**src/rtl/tqvp_gera_gray_reader.sv**
```systemverilog
// TinyQV peripheral: glitch-filtered Gray encoder reader with signed step count and error count.
// Optional GRAY_READER_SAT_EN makes the step count saturate instead of wrapping.
module tqvp_gera_gray_reader #(
    parameter int unsigned GRAY_W       = 4,
    parameter int unsigned FILT_DEFAULT = 3
) (
    input  logic       clk,
    input  logic       rst_n,
    input  logic [7:0] ui_in,
    output logic [7:0] uo_out,
    input  logic [3:0] address,
    input  logic       data_write,
    input  logic [7:0] data_in,
    output logic [7:0] data_out
);

    localparam int unsigned STEP_W = 16;
    localparam int unsigned CNT_W  = 8;

    logic [GRAY_W-1:0] pos_q, pos_d, acc_q, acc_d, cand_q, cand_d;
    logic [CNT_W-1:0]  fcnt_q, fcnt_d, filt_q, filt_d, errcnt_q, errcnt_d;
    logic [STEP_W-1:0] steps_q, steps_d, snap_q, snap_d;
    logic              valid_q, valid_d, err_sticky_q, err_sticky_d;
    logic              moved_q, moved_d, dir_q, dir_d, pulse_q, pulse_d;

    logic [GRAY_W-1:0] samp, bin, delta;
    logic              accept, is_up, is_dn;
    logic              wr_clear, wr_snap, wr_status, wr_filt;
    logic              unused_ui;

    assign unused_ui = &{1'b0, ui_in[7:GRAY_W]};

    function automatic logic [GRAY_W-1:0] gray2bin(input logic [GRAY_W-1:0] g);
        logic [GRAY_W-1:0] b;
        for (int unsigned k = 0; k < GRAY_W; k++) begin
            b[k] = ^(g >> k);
        end
        return b;
    endfunction

    // Filter, decode and register-bus next-state logic
    always_comb begin
        pos_d        = pos_q;
        acc_d        = acc_q;
        cand_d       = cand_q;
        fcnt_d       = fcnt_q;
        filt_d       = filt_q;
        errcnt_d     = errcnt_q;
        steps_d      = steps_q;
        snap_d       = snap_q;
        valid_d      = valid_q;
        err_sticky_d = err_sticky_q;
        moved_d      = moved_q;
        dir_d        = dir_q;
        pulse_d      = 1'b0;
        accept       = 1'b0;

        samp      = ui_in[GRAY_W-1:0];
        bin       = gray2bin(cand_q);
        delta     = bin - pos_q;
        is_up     = valid_q && (delta == GRAY_W'(1));
        is_dn     = valid_q && (delta == {GRAY_W{1'b1}});

        wr_clear  = data_write && (address == 4'h0);
        wr_snap   = data_write && (address == 4'h1);
        wr_status = data_write && (address == 4'h3);
        wr_filt   = data_write && (address == 4'h5);

        if (samp != cand_q) begin
            cand_d = samp;
            fcnt_d = '0;
        end else if (((cand_q != acc_q) || !valid_q) && (fcnt_q == filt_q)) begin
            accept = 1'b1;
        end else if (fcnt_q != {CNT_W{1'b1}}) begin
            fcnt_d = fcnt_q + CNT_W'(1);
        end

        if (wr_status) begin
            if (data_in[3]) err_sticky_d = 1'b0;
            if (data_in[2]) moved_d      = 1'b0;
        end

        if (wr_snap) begin
            snap_d = steps_q;
        end

        if (accept) begin
            acc_d   = cand_q;
            pos_d   = bin;
            valid_d = 1'b1;
            if (valid_q && !wr_clear) begin
                if (is_up || is_dn) begin
                    dir_d   = is_dn;
                    pulse_d = 1'b1;
                    moved_d = 1'b1;
`ifdef GRAY_READER_SAT_EN
                    if (is_up && (steps_q != 16'h7FFF)) steps_d = steps_q + STEP_W'(1);
                    if (is_dn && (steps_q != 16'h8000)) steps_d = steps_q - STEP_W'(1);
`else
                    steps_d = is_up ? steps_q + STEP_W'(1) : steps_q - STEP_W'(1);
`endif
                end else begin
                    err_sticky_d = 1'b1;
                    if (errcnt_q != {CNT_W{1'b1}}) errcnt_d = errcnt_q + CNT_W'(1);
                end
            end
        end

        if (wr_clear) begin
            steps_d      = '0;
            errcnt_d     = '0;
            err_sticky_d = 1'b0;
            moved_d      = 1'b0;
        end

        if (wr_filt) begin
            filt_d = data_in;
            fcnt_d = '0;
        end
    end

    always_ff @(posedge clk or negedge rst_n) begin
        if (!rst_n) begin
            pos_q        <= '0;
            acc_q        <= '0;
            cand_q       <= '0;
            fcnt_q       <= '0;
            filt_q       <= CNT_W'(FILT_DEFAULT);
            errcnt_q     <= '0;
            steps_q      <= '0;
            snap_q       <= '0;
            valid_q      <= 1'b0;
            err_sticky_q <= 1'b0;
            moved_q      <= 1'b0;
            dir_q        <= 1'b0;
            pulse_q      <= 1'b0;
        end else begin
            pos_q        <= pos_d;
            acc_q        <= acc_d;
            cand_q       <= cand_d;
            fcnt_q       <= fcnt_d;
            filt_q       <= filt_d;
            errcnt_q     <= errcnt_d;
            steps_q      <= steps_d;
            snap_q       <= snap_d;
            valid_q      <= valid_d;
            err_sticky_q <= err_sticky_d;
            moved_q      <= moved_d;
            dir_q        <= dir_d;
            pulse_q      <= pulse_d;
        end
    end

    // Bit 0 is the UART TX pin on the carrier and must stay low
    assign uo_out = {4'(pos_q), err_sticky_q, dir_q, pulse_q, 1'b0};

    always_comb begin
        case (address)
            4'h0:    data_out = 8'(pos_q);
            4'h1:    data_out = snap_q[7:0];
            4'h2:    data_out = snap_q[15:8];
            4'h3:    data_out = {4'b0000, err_sticky_q, moved_q, dir_q, valid_q};
            4'h4:    data_out = errcnt_q;
            4'h5:    data_out = filt_q;
            default: data_out = 8'h00;
        endcase
    end

endmodule

```
**config.mk**
```make
export PLATFORM = sky130hd
export DESIGN_NAME = tqvp_gera_gray_reader
export DESIGN_NICKNAME = d
export VERILOG_FILES = /design/src/rtl/tqvp_gera_gray_reader.sv
export SDC_FILE = /design/constraint.sdc
export NUM_CORES = 1
export LEC_CHECK = 0
export BUFFER_PORTS_ARGS = -buffer_cell sky130_fd_sc_hd__buf_2
export CORE_MARGIN = 2
export CORE_UTILIZATION = 40
export CTS_CLUSTER_SIZE = 8
export DETAILED_ROUTE_END_ITERATION = 10
export PLACE_DENSITY = 0.63
export RECOVER_POWER = 100
export REMOVE_ABC_BUFFERS = 1
export SLEW_MARGIN = 20
export SYNTH_ARGS = -nofsm -noshare
export SYNTH_HDL_FRONTEND = slang
export SYNTH_SLANG_ARGS = --single-unit
```
**constraint.sdc**
```tcl
create_clock -name clk -period 9.91 [get_ports clk]
set_clock_uncertainty 0.05 [all_clocks]
set_input_delay 0 -clock clk [delete_from_list [all_inputs] [get_ports clk]]
set_output_delay 0 -clock clk [all_outputs]
set_load 0.005 [all_outputs]
```
==> metrics.md, run 1 <==
| Metric | Value |
|---|---|
| Slew @ Worst Pin | around 3900 ps |
| Final setup viols | 0 |
| Die Y | between 100 and 150 um |
| Area of the core | between 0.01 and 0.015 mm^2 |
| Die area | around 0.012 mm^2 |
| Hold Crit Class | in2reg |
| Wire length per cell | between 15 and 20 um |
| CTS Buffer Depth | 2 |
| Largest net degree at the start of global routing | 73 |
| Hold Path Origin | address[1] |
| WP data arrival | 5530 ps |
| MaxCap Viol Count | 2 |
| Final RePlAce weighted congestion | 0.8912 |
| WL final | about 10 mm |
| Crit. End Element | register |
| Final worst path period share | 0.5367 |
| Fin crit period | around 5300 ps |
| Num CTS Buffers | 9 |
| Clock power share | 0.263 |
| Leak | about 0.0022 uW |
| Drt drc | 0 |
| Row Count | 38 |
| Footprint of the multi-input gates | 0.002417 mm^2 |
| First-pass iteration count of the detailed router | 4 |
| Crit-path cells | xor2_1 > xnor2_1 > xor2_1 > ha_1 > fa_1 > xor2_1 > nand4b_1 > a21oi_1 > inv_1 > a211oi_1 > nor2_1 > mux2_2 |
| Mapped Avg Cell Area | 10.33 um^2 |
| Ys async rst share | 1.000 |
| Met1 Resource Use GR | 0.2426 |
| Clock slew at reported path FFs | about 90 ps |
| CTS sink cnt | approximately 70 |
| GRT Total Usage | 0.1910 |
| Ys Warns | 0 |
| Power density cells | around 180 mW/mm^2 |
| Fin. Hold Viols | 0 |
| Sequential fraction of design power | 0.406 |
| Primary FF master, synth | dfrtp_1 |
| Crit path buf inv count | 1 |
| TNS Setup | 0 ps |
| WHS Path Cells | 3 |
| H-tree Lvls | 3 |
| CTS root buffer | clkbuf_8 |
| Chip width | around 110 um |
| Top delay family on crit path | compound AO/OA/AOI/OAI gates |
| Synth top area share | 0.3989 |
| RSZ-0062 raised after global routing | false |
| CP max stage cell | a211oi_1 |
| Sw frac | 0.3604 |
| Vias in the first global route | around 3,400 |
| Seq cells post-synth | between 70 and 80 |
| Switching power | about 330 uW |
| R2r worst-path depth | 12 |
| Worst Hold Path EP | steps_q[14]$_DFFE_PN0P_ |
| Post_cts resized | 0 |
| Finished Core Util | 0.4584 |
| Slowest Stage Delay on Critical Path | approximately 1300 ps |
| Gr ovfl total | 0 |
| Skew-Pair Late Insertion Delay | between 300 and 400 ps |
| R2r startpoint | cand_q[3]$_DFFE_PN0P_ |
| Commonest non-fill, non-tap cell in the layout | dfrtp_1 |
| Port bufs | 33 |
| Synth area leaders | dfrtp_1, mux2_2, ha_1, xnor2_1, a21oi_1 |
| Startpoint types | register |
| Comb pwr share | 0.331 |
| Num ports | 39 |
| Final antenna diode count | 0 |
| First-pass GRT wire length | between 15 and 20 mm |
| Kind of critical path | reg2reg |
| Initial Util | 0.4069 |
| Post-Syn Instances | 425 |
| TritonCTS clock tree | built |
| Post-Syn Area | 0.004392 mm^2 |
| Maximum VDD drop | around 0.078 mV |
| Worst endpoint required time | approximately 10,000 ps |
| Fmax | between 150 and 200 MHz |
| Post-synth cell types | between 50 and 60 |
| Synth area leader | dfrtp_1 |
| Initial antenna violation count | 0 |
| EDFF count, synth | 0 |
| Most used cell, CP | xor2_1 |
| Violated checks | capacitance limit, slew limit |
| RR Endpoint | steps_q[0]$_DFFE_PN0P_ |
| Final HPWL DP | between 7 and 8 mm |
| Sequential area share after synthesis | 0.4108 |
| Most frequent cells in the layout | dfrtp_1, mux2_2, a21oi_1 |
| Fill cells | between 1,000 and 1,500 |
| Reg2reg setup slack | between 4000 and 5000 ps |
| Relative slew slack | -1.578 |
| Met2 global-route usage | 0.3143 |
| ANT nets after route | 0 |
| Final net count | 509 |
| Area grow syn2layout | 12.65% |
| Status | finished with violations |
| Share of cells above drive strength 1 | 0.1688 |
| Met3 Resource Use GR | 0.03706 |
| GRT busiest layer | met2 |
| 1st-iter DRT viols | ~170 |
| DR vias/cell | 5.566 |
| Vias | roughly 3,400 |
| CP max FO | 22 |
| FF/Latch Area | about 0.0018 mm^2 |
| Pint | about 600 uW |
| Slew Viols, Final | 84 |
per-layer routing:
| metal | wire length, um | part of all wire | vias up |
|---|---|---|---|
| met3 | 388 | 0.037 | 23 |
| li1 | - | - | 1648 |
| met2 | 5019 | 0.48 | 73 |
| met1 | 4697 | 0.45 | 1640 |
| met5 | 0 | 0 | - |
| met4 | 306 | 0.029 | 0 |
logic make-up after synthesis:
group                    synth area share
AO/OA/AOI/OAI                      0.1690
AND/OR/NAND/NOR                    0.1333
flip-flops                         0.4108
multiplexers                       0.1080
XOR/XNOR                          0.07550
buffers and inverters             0.03362
adder cells (fa/ha/maj)           0.06895
other                           0.0008539
state kept, by name (all words and copies together) (netlist names):
name	count
acc_q	3
cand_q	4
dir_q	1
err_sticky_q	1
errcnt_q	8
fcnt_q	8
filt_q	8
moved_q	1
pos_q	4
pulse_q	1
snap_q	16
steps_q	16
valid_q	1
power groups by stage:
stage	Combinational [uW]	Clock [uW]	Sequential, uW
2_1_floorplan	229	0	361
3_3_place_gp	291	0	376
3_5_place_dp	301	0	377
4_1_cts	307	245	372
5_1_grt	342	260	376
6_report	303	241	371
what timing repair did:
action                    in CTS  in global routing
hold endpoints to repair      84                  0
buffers inserted               0                  0
hold buffers                  14                  0
synthesized netlist by cell type (4+ instances only):
cell type  count
o31ai_1        8
or4_1          6
ha_1          21
inv_1         11
a21oi_1       30
nand2b_1       4
mux2_2        33
nand3_1       20
a211oi_1       4
clkbuf_1      16
mux2i_1        8
xor2_1        17
o21ai_0       21
a22o_1         6
nor4b_1        4
xnor2_1       19
nand2_1       21
and3_1         8
nor2_1        20
dfrtp_1       70
buf_4          5
a22oi_1       11
worst max path at each step:
stage | from | to | slack [ps] | cells after the start
after floorplan | cand_q[3]$_DFFE_PN0P_ | steps_q[15]$_DFFE_PN0P_ | 5790 | 16
after global placement | cand_q[3]$_DFFE_PN0P_ | steps_q[15]$_DFFE_PN0P_ | 5190 | 16
after detailed placement | cand_q[3]$_DFFE_PN0P_ | steps_q[15]$_DFFE_PN0P_ | 4980 | 16
after CTS | cand_q[3]$_DFFE_PN0P_ | steps_q[15]$_DFFE_PN0P_ | 4930 | 16
after global routing | cand_q[3]$_DFFE_PN0P_ | steps_q[0]$_DFFE_PN0P_ | 4050 | 12
final | cand_q[3]$_DFFE_PN0P_ | steps_q[0]$_DFFE_PN0P_ | 4590 | 12
worst min-delay path, cell delays in order:
cell     delay (ps)
buf_2           190
nor3_2          110
a21oi_1         110
per-stage QoR:
step                std cells  hold WS, ps  cell area (um^2)  setup slack (ps)  power, uW
floorplan                 403       -345.6              4289              5786      590.0
global placement          578        82.72              4649              5190      666.9
detailed placement        578        82.67              4649              4979      677.7
CTS                       608        1.299              4995              4930      923.5
global route              608        52.58              4947              4053      978.6
finish                    608        24.03              4947              4592      915.1
layout make-up:
| type | instances | share of cell area |
|---|---|---|
| clock buffers | 10 | 0.02782 |
| well taps | 140 | 0.03541 |
| repair buffers | 49 | 0.06070 |
| inverters | 12 | 0.009105 |
| clock inverters | 6 | 0.01366 |
| multi-input cells | 319 | 0.4886 |
| flip-flops and latches | 72 | 0.3647 |
Note: power is estimated with default switching activity, not from simulation.
==> inputs of run 2 (changes only) <==
--- a/config.mk
+++ b/config.mk
@@ -10,7 +10,7 @@
 export CORE_UTILIZATION = 40
 export CTS_CLUSTER_SIZE = 8
 export DETAILED_ROUTE_END_ITERATION = 10
-export PLACE_DENSITY = 0.63
+export PLACE_DENSITY = 0.65
 export RECOVER_POWER = 100
 export REMOVE_ABC_BUFFERS = 1
 export SLEW_MARGIN = 20
==> constraint.sdc (replaced) <==
create_clock -name clk -period 4.3 [get_ports clk]
set_clock_uncertainty 0.05 [all_clocks]
set_input_delay 0 -clock clk [delete_from_list [all_inputs] [get_ports clk]]
set_output_delay 0 -clock clk [all_outputs]
set_load 0.005 [all_outputs]
==> metrics.md, run 2 (synthesis gave the netlist of run 1 again) <==
| Metric | Value |
|---|---|
| Skew-Pair Late Insertion Delay | about 350 ps |
| Final setup viols | 0 |
| Die Y | roughly 110 um |
| Pre-CTS setup slack | around 65 ps |
| Slowest Stage Delay on Critical Path | approximately 470 ps |
| Final net count | roughly 530 |
| Switching power | between 700 and 800 uW |
| WHS Path Cells | 3 |
| CTS Buffer Depth | 2 |
| First-pass iteration count of the detailed router | 4 |
| 1st-iter DRT viols | roughly 190 |
| Fin. Hold Viols | 0 |
| Most frequent cells in the layout | dfrtp_1, mux2_2, a21oi_1, nand2_1, clkbuf_1 |
| WHS | about 84 ps |
| First-pass GRT wire length | between 15 and 20 mm |
| Vias in the first global route | 3,475 |
| Power density cells | roughly 420 mW/mm^2 |
| Crit-path cells | xor2_2 > xnor2_2 > xor2_1 > ha_1 > fa_1 > xor2_2 > nand4b_1 > a21oi_2 > inv_4 > buf_4 > ha_1 > buf_4 > nand3_1 > o211ai_1 > o21ai_1 > o21a_1 > or4b_1 > a21oi_1 |
| Final HPWL DP | slightly below 8 mm |
| Num ports | 39 |
| R2r startpoint | cand_q[2]$_DFFE_PN0P_ |
| RR Endpoint | steps_q[15]$_DFFE_PN0P_ |
| Slew @ Worst Pin | ~1800 ps |
| Worst Hold Path EP | errcnt_q[1]$_DFFE_PN0P_ |
| Clock power share | 0.242 |
| Drt drc | 0 |
| Chip width | between 100 and 150 um |
| H-tree Lvls | 3 |
| Fin crit period | between 4000 and 5000 ps |
| Maximum VDD drop | between 0.15 and 0.2 mV |
| CP max stage cell | or4b_1 |
| TritonCTS clock tree | built |
| Sw frac | 0.3563 |
| Relative slew slack | -0.2114 |
| Final instance area | 0.005084 mm^2 |
| Violated checks | capacitance limit, slew limit |
| Vias | 3,504 |
| Die area | roughly 0.012 mm^2 |
| Finished Core Util | 0.4710 |
| Kind of critical path | reg2reg |
| CP max FO | 11 |
| GRT Total Usage | 0.1925 |
| Wire length per cell | around 17 um |
| Sequential fraction of design power | 0.398 |
| Startpoint types | register |
| Row Count | 38 |
| Reg2reg setup slack | between 150 and 200 ps |
| WL final | 10.81 mm |
| Pint | ~1400 uW |
| Comb pwr share | 0.360 |
| Worst endpoint required time | between 4000 and 5000 ps |
| Crit. End Element | register |
| Hold Crit Class | in2reg |
| Initial antenna violation count | 0 |
| Initial Util | 0.4069 |
| CTS root buffer | clkbuf_8 |
| Placement Cell Area | approximately 0.0048 mm^2 |
| Largest net degree at the start of global routing | between 70 and 80 |
| Share of cells above drive strength 1 | 0.2066 |
| WP data arrival | ~4400 ps |
| Area of the core | 0.01079 mm^2 |
| Setup ws final | around 180 ps |
| R2r worst-path depth | 18 |
| Status | finished with violations |
| Area grow syn2layout | 15.76% |
| Fmax | 242.6 MHz |
| Leak | approximately 0.0023 uW |
| Biggest regs | snap_q x16, steps_q x16 |
| Final worst path period share | 0.9587 |
| Slew Viols, Final | 73 |
| Hold Path Origin | address[1] |
| Port bufs | 33 |
| Final antenna diode count | 0 |
| ANT nets after route | 0 |
| MaxCap Viol Count | 1 |
| Gr ovfl total | 0 |
| Num CTS Buffers | 9 |
| Commonest non-fill, non-tap cell in the layout | dfrtp_1 |
| CTS sink cnt | 72 |
| Final RePlAce weighted congestion | around 0.87 |
| DR vias/cell | 5.615 |
| Clock slew at reported path FFs | 80 ps |
## run 2: worst max path at each step
stage,startpoint,to,cells after the start
global placement,cand_q[2]$_DFFE_PN0P_,steps_q[15]$_DFFE_PN0P_,16
CTS,cand_q[2]$_DFFE_PN0P_,steps_q[15]$_DFFE_PN0P_,16
finish,cand_q[2]$_DFFE_PN0P_,steps_q[15]$_DFFE_PN0P_,18
floorplan,cand_q[3]$_DFFE_PN0P_,steps_q[15]$_DFFE_PN0P_,16
global route,cand_q[2]$_DFFE_PN0P_,steps_q[14]$_DFFE_PN0P_,17
detailed placement,cand_q[2]$_DFFE_PN0P_,steps_q[15]$_DFFE_PN0P_,16
## run 2: layer usage
metal / vias to the layer above / GRT usage / wire [um]
met3: 14 / 0.03527 / 369
met1: 1748 / 0.2556 / 4973
li1: 1677 / - / -
met5: - / 0 / 0
met2: 65 / 0.3205 / 5279
met4: 0 / 0.05769 / 182
## run 2: final cells by class
class | instances | area, um^2
Clock inverter | 4 | 45.04
Multi-Input combinational cell | 319 | 2464
Tap cell | 140 | 175.2
Inverter | 12 | 47.55
Clock buffer | 12 | 135.1
Sequential cell | 72 | 1804
Timing Repair Buffer | 65 | 412.9
Fill cell | 1004 | 5709
## run 2: per-stage QoR
stage	total power [uW]	instances	setup TNS, ps
6_report	2137	624	0
5_1_grt	2278	624	-28.83
4_1_cts	2128	622	0
3_5_place_dp	1587	592	0
3_3_place_gp	1565	592	0
2_1_floorplan	1360	403	0
## run 2: timing repair
action | CTS | global route
pin swaps | 0 | 4
endpoints found under the setup margin | 1 | 4
endpoints found under the hold margin | 83 | 0
resized for setup | 2 | 14
hold buffers | 14 | 0
buffers inserted | 0 | 2
## run 2: worst max-delay path, delay by kind of cell, from the launching register on
family                     cells  cell delay, ps
xor gates and xnor gates       4             700
AOI/OAI and AO/OA              5             810
buffers and inverters          3             420
and+or+nand+nor                3             740
DFF                            1             410
adders and majority gates      3             920
## run 2: power groups by stage
stage	clock, uW	combinational [uW]	sequential [uW]
floorplan	0	529	831
global placement	0	703	863
detailed placement	0	720	866
CTS	526	748	854
global route	558	857	863
finish	517	769	851
==> inputs of run 3 (changes only) <==
--- a/config.mk
+++ b/config.mk
@@ -11,7 +11,6 @@
 export CTS_CLUSTER_SIZE = 8
 export DETAILED_ROUTE_END_ITERATION = 10
 export PLACE_DENSITY = 0.65
-export RECOVER_POWER = 100
 export REMOVE_ABC_BUFFERS = 1
 export SLEW_MARGIN = 20
 export SYNTH_ARGS = -nofsm -noshare
==> metrics.md, run 3 (synthesis gave the netlist of run 1 again) <==
| Metric | Value |
|---|---|
| Die Y | about 110 um |
| Largest net degree at the start of global routing | 73 |
| Port bufs | 33 |
| Fin. Hold Viols | 0 |
| Relative slew slack | 0.2954 |
| Share of cells above drive strength 1 | 0.2521 |
| Vias | 3,490 |
| Initial Util | 0.4069 |
| Hold Path Origin | address[1] |
| Skew-Pair Late Insertion Delay | 350 ps |
| Commonest non-fill, non-tap cell in the layout | dfrtp_1 |
| GRT Total Usage | 0.1925 |
| Power density cells | around 420 mW/mm^2 |
| Area of the core | 0.01079 mm^2 |
| Final instance area | 0.005152 mm^2 |
| RR Endpoint | steps_q[15]$_DFFE_PN0P_ |
| Final antenna diode count | 0 |
| Chip width | ~110 um |
| R2r worst-path depth | 18 |
| Most frequent cells in the layout | dfrtp_1, mux2_2, buf_2, a21oi_1, nand2_1 |
| Reg2reg setup slack | ~190 ps |
| ANT nets after route | 0 |
| Pre-CTS setup slack | between 60 and 70 ps |
| Leak | around 0.0023 uW |
| Final net count | 525 |
| CTS root buffer | clkbuf_8 |
| Crit. End Element | register |
| Fin crit period | slightly above 4000 ps |
| Worst endpoint required time | 4520 ps |
| Status | complete, no violations |
| Setup ws final | 190.5 ps |
| TritonCTS clock tree | built |
| WL final | 10.80 mm |
| Row Count | 38 |
| Biggest regs | snap_q x16, steps_q x16 |
| First-pass GRT wire length | 17.55 mm |
| Final RePlAce weighted congestion | 0.8680 |
| MaxCap Viol Count | 0 |
| Slew Viols, Final | 0 |
| Drt drc | 0 |
| CP max FO | 11 |
| Final setup viols | 0 |
| CTS sink cnt | around 70 |
| First-pass iteration count of the detailed router | 4 |
| Initial antenna violation count | 0 |
| Slew @ Worst Pin | 1042 ps |
| Fmax | approximately 240 MHz |
| Clock slew at reported path FFs | around 80 ps |
| Worst Hold Path EP | errcnt_q[1]$_DFFE_PN0P_ |
| WHS Path Cells | 3 |
| Maximum VDD drop | around 0.18 mV |
| Die area | about 0.012 mm^2 |
| Final worst path period share | 0.9557 |
| Placement Cell Area | ~0.0048 mm^2 |
| Slowest Stage Delay on Critical Path | 470 ps |
| WP data arrival | approximately 4300 ps |
| Startpoint types | register |
| Crit-path cells | xor2_2 > xnor2_2 > xor2_1 > ha_1 > fa_1 > xor2_2 > nand4b_1 > a21oi_2 > inv_4 > buf_4 > ha_1 > buf_4 > nand3_1 > o211ai_1 > o21ai_1 > o21a_1 > or4b_1 > a21oi_1 |
| Hold Crit Class | in2reg |
| Kind of critical path | reg2reg |
| CP max stage cell | or4b_1 |
| 1st-iter DRT viols | approximately 200 |
| Final HPWL DP | around 7.9 mm |
| Area grow syn2layout | 17.32% |
| H-tree Lvls | 3 |
| Wire length per cell | approximately 17 um |
| CTS Buffer Depth | 2 |
| Num CTS Buffers | 9 |
| Gr ovfl total | 0 |
| Vias in the first global route | between 3,000 and 4,000 |
| R2r startpoint | cand_q[2]$_DFFE_PN0P_ |
| DR vias/cell | between 5 and 6 |
| Num ports | 39 |
[run 3: changes by cell type in the layout (fill, tap and decap cells not counted), sizes merged]
cell | previous run | this run
buf | 32 | 51
clkbuf | 31 | 12
[run 3: routing by layer]
metal	part of all wire	vias to the layer above	global-route usage
met4	0.021	0	0.05769
met3	0.036	16	0.03527
met1	0.46	1738	0.2556
met2	0.48	64	0.3205
li1	-	1672	-
met5	0	-	0
[run 3: worst max-delay path by stage]
stage	from	end	slack, ps	cells past startpoint
final	cand_q[2]$_DFFE_PN0P_	steps_q[15]$_DFFE_PN0P_	190	18
after global routing	cand_q[2]$_DFFE_PN0P_	steps_q[15]$_DFFE_PN0P_	-20	18
after CTS	cand_q[2]$_DFFE_PN0P_	steps_q[15]$_DFFE_PN0P_	60	16
after detailed placement	cand_q[2]$_DFFE_PN0P_	steps_q[15]$_DFFE_PN0P_	70	16
after global placement	cand_q[2]$_DFFE_PN0P_	steps_q[15]$_DFFE_PN0P_	140	16
after floorplan	cand_q[3]$_DFFE_PN0P_	steps_q[15]$_DFFE_PN0P_	180	16
[run 3: worst max-delay path: cells and delay by family, from the launching register on]
kind | cells | cell delay [ps]
and+or+nand+nor | 3 | 730
AOI/OAI and AO/OA | 5 | 810
buffers and inverters | 3 | 420
adders and majority gates | 3 | 920
DFF | 1 | 410
xor gates and xnor gates | 4 | 700
[run 3: report_power, final]
part	total, uW	switching, uW	internal [uW]
registers	855	98.4	756
logic	784	424	360
clock network	515	249	266
[run 3: repair_timing]
item / CTS / global route
hold buffers: 14 / 0
setup buffers: 0 / 2
gates resized for setup: 2 / 14
hold endpoints to repair: 83 / 0
pin swaps: 0 / 4
endpoints found under the setup margin: 1 / 4
[run 3: layout make-up]
type / instances / area, um^2
inverter: 12 / 47.55
clock buffer: 12 / 135.1
clock inverter: 4 / 45.04
tap: 140 / 175.2
timing repair buffer: 65 / 442.9
multi-input combinational: 319 / 2502
sequential: 72 / 1804
fill: 997 / 5640
[run 3: through the flow]
step | hold slack, ps | TNS [ps] | util | power (uW) | std cells
global route | 109.0 | -24.30 | 0.4774 | 2298 | 624
detailed placement | 82.85 | 0 | 0.4408 | 1587 | 592
floorplan | -345.6 | 0 | - | 1360 | 403
global placement | 82.88 | 0 | 0.4408 | 1565 | 592
CTS | 69.89 | 0 | 0.4714 | 2128 | 622
finish | 83.78 | 0 | 0.4774 | 2154 | 624
